==> src/rtl/rst_seq_sync.sv <==
// Reset sequencer: synchronizes an async reset and releases NUM_CH
// active-low channel resets one after another, STAGGER cycles apart.
// A software request re-asserts all channels for SW_PULSE cycles and
// then replays the staggered release.
module rst_seq_sync #(
    parameter int NUM_STAGES = 2,
    parameter int NUM_CH     = 3,
    parameter int STAGGER    = 4,
    parameter int SW_PULSE   = 8
) (
    input  logic              clk_i,
    input  logic              rst_i,
    input  logic              sw_rst_req_i,
    output logic [NUM_CH-1:0] sync_rst_o,
    output logic              rst_done_o
);

    localparam int MAX_CNT = (STAGGER > SW_PULSE) ? STAGGER : SW_PULSE;
    localparam int CW      = $clog2(MAX_CNT + 1);
    localparam int IW      = $clog2(NUM_CH + 1);

    localparam logic [CW-1:0] STAG_LAST = CW'(STAGGER - 1);
    localparam logic [CW-1:0] HOLD_LAST = CW'(SW_PULSE - 1);
    localparam logic [IW-1:0] CH_LAST   = IW'(NUM_CH - 1);
    localparam logic [IW-1:0] CH_FIRST  = IW'(1);

    typedef enum logic [1:0] {
        ST_WAIT    = 2'd0,
        ST_RELEASE = 2'd1,
        ST_DONE    = 2'd2,
        ST_SWRST   = 2'd3
    } state_t;

    state_t               state_q;
    logic [NUM_STAGES-1:0] chain_q;
    logic [NUM_STAGES-1:0] chain_d;
    logic                 reqPrev_q;
    logic [CW-1:0]        stagCnt_q;
    logic [CW-1:0]        holdCnt_q;
    logic [IW-1:0]        chIdx_q;
    logic [NUM_CH-1:0]    syncRst_q;
    logic                 rstDone_q;

    logic                 chainOut;
    logic                 swReqRise;

    assign chain_d   = {chain_q[NUM_STAGES-2:0], 1'b1};
    assign chainOut  = chain_q[NUM_STAGES-1];
    assign swReqRise = sw_rst_req_i & ~reqPrev_q;

    // Shift 1s into the synchronizer once the async reset is released.
    always_ff @(posedge clk_i or posedge rst_i) begin
        if (rst_i) begin
            chain_q <= '0;
        end else begin
            chain_q <= chain_d;
        end
    end

    // Remember last cycle's request so a held request counts only once.
    always_ff @(posedge clk_i or posedge rst_i) begin
        if (rst_i) begin
            reqPrev_q <= 1'b0;
        end else begin
            reqPrev_q <= sw_rst_req_i;
        end
    end

    // Sequencer FSM with registered channel resets and done flag.
    always_ff @(posedge clk_i or posedge rst_i) begin
        if (rst_i) begin
            state_q   <= ST_WAIT;
            stagCnt_q <= '0;
            holdCnt_q <= '0;
            chIdx_q   <= '0;
            syncRst_q <= '0;
            rstDone_q <= 1'b0;
        end else begin
            case (state_q)
                ST_WAIT: begin
                    if (chainOut) begin
                        syncRst_q[0] <= 1'b1;
                        stagCnt_q    <= '0;
                        chIdx_q      <= CH_FIRST;
                        if (NUM_CH == 1) begin
                            rstDone_q <= 1'b1;
                            state_q   <= ST_DONE;
                        end else begin
                            state_q   <= ST_RELEASE;
                        end
                    end
                end
                ST_RELEASE: begin
                    if (swReqRise) begin
                        syncRst_q <= '0;
                        rstDone_q <= 1'b0;
                        holdCnt_q <= '0;
                        stagCnt_q <= '0;
                        state_q   <= ST_SWRST;
                    end else if (stagCnt_q == STAG_LAST) begin
                        for (int k = 0; k < NUM_CH; k++) begin
                            if (chIdx_q == IW'(k)) begin
                                syncRst_q[k] <= 1'b1;
                            end
                        end
                        stagCnt_q <= '0;
                        chIdx_q   <= chIdx_q + IW'(1);
                        if (chIdx_q == CH_LAST) begin
                            rstDone_q <= 1'b1;
                            state_q   <= ST_DONE;
                        end
                    end else begin
                        stagCnt_q <= stagCnt_q + CW'(1);
                    end
                end
                ST_DONE: begin
                    if (swReqRise) begin
                        syncRst_q <= '0;
                        rstDone_q <= 1'b0;
                        holdCnt_q <= '0;
                        stagCnt_q <= '0;
                        state_q   <= ST_SWRST;
                    end
                end
                ST_SWRST: begin
                    if (holdCnt_q == HOLD_LAST) begin
                        syncRst_q[0] <= 1'b1;
                        holdCnt_q    <= '0;
                        stagCnt_q    <= '0;
                        chIdx_q      <= CH_FIRST;
                        if (NUM_CH == 1) begin
                            rstDone_q <= 1'b1;
                            state_q   <= ST_DONE;
                        end else begin
                            state_q   <= ST_RELEASE;
                        end
                    end else begin
                        holdCnt_q <= holdCnt_q + CW'(1);
                    end
                end
                default: begin
                    state_q <= ST_WAIT;
                end
            endcase
        end
    end

    assign sync_rst_o = syncRst_q;
    assign rst_done_o = rstDone_q;

endmodule

==> config.mk <==
export PLATFORM = sky130hd
export DESIGN_NAME = rst_seq_sync
export DESIGN_NICKNAME = d
export VERILOG_FILES = /design/src/rtl/rst_seq_sync.sv
export SDC_FILE = /design/constraint.sdc
export NUM_CORES = 1
export LEC_CHECK = 0
export ABC_AREA = 1
export CORE_ASPECT_RATIO = 0.6
export CORE_MARGIN = 3
export CORE_UTILIZATION = 44
export CTS_BUF_LIST = sky130_fd_sc_hd__clkbuf_2 sky130_fd_sc_hd__clkbuf_4 sky130_fd_sc_hd__clkbuf_8
export DETAILED_ROUTE_END_ITERATION = 12
export PLACE_DENSITY = 0.6
export SETUP_SLACK_MARGIN = 0.02
export SYNTH_ARGS = -nofsm -noshare
export SYNTH_HDL_FRONTEND = slang
export SYNTH_SLANG_ARGS = --single-unit
==> constraint.sdc <==
create_clock -name clk_i -period 3.3 [get_ports clk_i]
set_input_delay 0.66 -clock clk_i [delete_from_list [all_inputs] [get_ports clk_i]]
set_output_delay 0.66 -clock clk_i [all_outputs]
set_load 0.1 [all_outputs]
==> results.json <==
{
  "ctsHoldBuffers": 0,
  "cp.required_ns": 3.42,
  "gr-total-overflow": 0,
  "start_util_pct": 49.9,
  "syn-cell-area_mm2": 0.00117,
  "core-area_mm2": 0.00234,
  "via_per_inst": 4.95,
  "area_delta_synth_final_pct": 11.1,
  "cts_sinks": 18,
  "fin_tns_setup_ns": 0,
  "routed_wl_mm": 2.14,
  "cp-start-kind": "input port",
  "drc": 0,
  "detail_route.wl_per_cell_um": 12.2,
  "synthTopCellsByArea": "dfrtp_1 39%, ha_1 11%, nand2_1 11%",
  "final_nets": 160,
  "ys_warn_count": 0,
  "clock_latency_ns": 0.25,
  "yosysMostFrequentCell": "nand2_1",
  "cts_root_buffer": "clkbuf_8",
  "cts.repair.resized": 0,
  "htree_levels": 1,
  "yosysTopAreaCellShare_pct": 38.5,
  "tightest_slew_ns": 0.719,
  "synth_top_area_cell": "dfrtp_1",
  "switchingPower_w": 0.000725,
  "slew_viol_final": 0,
  "dp_hpwl_mm": 1.70,
  "die-area_mm2": 0.00333,
  "leakagePower_nw": 0.655,
  "critPathArrivalTime_ns": 1.86,
  "path_clk_slew_ns": 0.07,
  "min_path_type": "reg2reg",
  "grt_max_degree": 19,
  "crit_path_end_kind": "flip-flop",
  "post_cts_buffers": 0,
  "synth.net_count": 151,
  "finalClockSkew_ns": 0.00377,
  "diodes": 0,
  "synth_cells": 138,
  "io_pins": 7,
  "timing.final.crit_share_pct": 52.5,
  "synth_commonest_cells": "33 x nand2_1, 18 x dfrtp_1, 17 x inv_1",
  "vdd_ir_drop_max_v": 0.000723,
  "synth-seq-cells": 18,
  "outcome": "finished clean",
  "io_buffer_count": 6,
  "setup_viol": 0,
  "layout-drive-gt1-share_pct": 22.6,
  "yosysUniqueCellTypes": 25,
  "ys_seq_area_share_pct": 38.5,
  "synth_area_per_cell_um2": 8.48,
  "maxCapViolCount": 0,
  "first_iter_violations": 56,
  "sw_frac_of_total_pct": 52.4,
  "grt_pass1_wl_mm": 3.68,
  "grt_pass1_vias": 775,
  "ant_nets": 0,
  "die-width_um": 72.6,
  "pwr-share-clk_pct": 12.8,
  "async_reset_ff_share_pct": 100,
  "routed-via-count": 872,
  "dr.pass1.iters": 4,
  "cts_buffer_depth": 2,
  "routabilityCongestion": 0.816,
  "critical_path_class": "in2reg",
  "seqPwrFrac_pct": 26.3,
  "rows": 13,
  "cts_tree": "built",
  "synth_edf_count": 0,
  "p_int_w": 0.000658,
  "die_h_um": 45.9,
  "fmax_mhz": 577,
  "crit_fanout": 5,
  "relSlewSlack_pct": 52.0,
  "cellPowerDensity_mw_per_mm2": 1060,
  "grt_usage_pct": 15.0,
  "p_comb_share_pct": 60.9,
  "hold_viol": 0,
  "numCtsBuffers": 3,
  "synthFlopType": "dfrtp_1",
  "whs_ns": 0.354,
  "fin_crit_ns": 1.73,
  "antenna_found_initial": 0,
  "rsz0062_at_grt": "false"
}
[metrics by stage]
stage	total power [W]	instances	area, um^2	util [%]	setup WS, ns
3_5_place_dp	0.00120	172	1240	53.2	1.30
4_1_cts	0.00139	176	1300	55.5	1.57
3_3_place_gp	0.00120	172	1240	53.2	1.33
5_1_grt	0.00150	176	1300	55.5	1.43
6_report	0.00138	176	1300	55.5	1.57
2_1_floorplan	0.00104	138	1170	-	1.30
[path summary, 6_finish.rpt]
| check | from | end | slack (ns) | depth (start not counted) |
|---|---|---|---|---|
| worst max-delay path | sw_rst_req_i | holdCnt_q[1] | 1.57 | 6 |
| worst min-delay path | chain_q[0] | chain_q[1] | 0.35 | 0 |
| worst min register to register | chain_q[0] | chain_q[1] | 0.35 | 0 |
| worst max register to register | state_q[1] | state_q[1] | 1.58 | 9 |
| min in group asynchronous | rst_i | holdCnt_q[0] | 0.83 | 2 |
| max in group asynchronous | rst_i | stagCnt_q[1] | 2.02 | 2 |
[flip-flops by register name (all words and copies together), names as in the netlist]
signal and flops:
rst_done_o 1, reqPrev_q 1, chain_q 2, stagCnt_q 4
holdCnt_q 4, state_q 2, sync_rst_o 2, chIdx_q 2
[cells by family (layout without fill, tap and decap cells)]
| logic type | count (synthesis) | after routing | share of synthesized area, % |
|---|---|---|---|
| AO/OA/AOI/OAI | 18 | 18 | 10.3 |
| flip-flops | 18 | 18 | 38.5 |
| adder cells (fa/ha/maj) | 10 | 10 | 10.7 |
| XOR/XNOR | 3 | 3 | 2.25 |
| AND/OR/NAND/NOR | 65 | 65 | 30.2 |
| other | 1 | 1 | 0.321 |
| buffers and inverters | 23 | 31 | 7.81 |
[cells in the final DEF, fill, tap and decap left out]
cell type / count
a21oi_2: 2
conb_1: 1
o22ai_1: 1
nand3_1: 7
o21ai_1: 7
nor2_1: 4
nand3_4: 1
xor2_1: 3
o21ai_2: 2
nand2_4: 2
dfrtp_1: 18
o21bai_4: 1
clkbuf_8: 4
clkdlybuf4s50_1: 2
inv_1: 17
buf_4: 4
ha_1: 10
nand3b_1: 1
nor2_2: 2
o21ai_0: 2
nand4_1: 4
a21oi_1: 3
nand2_1: 33
inv_2: 4
nor2_4: 5
nand2_2: 6
[power by group through the flow]
stage / logic [W] / clock network [W] / registers (W)
2_1_floorplan: 0.000563 / 0 / 0.000481
3_3_place_gp: 0.000835 / 0 / 0.000362
3_5_place_dp: 0.000838 / 0 / 0.000364
4_1_cts: 0.000844 / 0.000182 / 0.000362
5_1_grt: 0.000934 / 0.000195 / 0.000372
6_report: 0.000842 / 0.000177 / 0.000363
[critical path: stages]
cell	delay [ns]
clkdlybuf4s50_1	0.57
inv_1	0.07
nor2_2	0.16
nand2_1	0.12
o21ai_2	0.14
o21ai_0	0.14
[metal layers]
metal / global-route usage (%) / up-vias / part of all wire (%)
met5: 0 / - / 0
met4: 3.31 / 0 / 0.61
met3: 5.95 / 2 / 6.5
met2: 19.5 / 27 / 36
met1: 22.7 / 393 / 56
li1: - / 450 / -
[final cells by class]
type,count,area (um^2)
Clock buffer,4,55.1
Fill cell,233,1040
Inverter,21,78.8
Multi-Input combinational cell,97,628
Sequential cell,18,450
Tap cell,30,37.5
Timing Repair Buffer,6,50.0
Note: power is estimated with default switching activity, not from simulation.
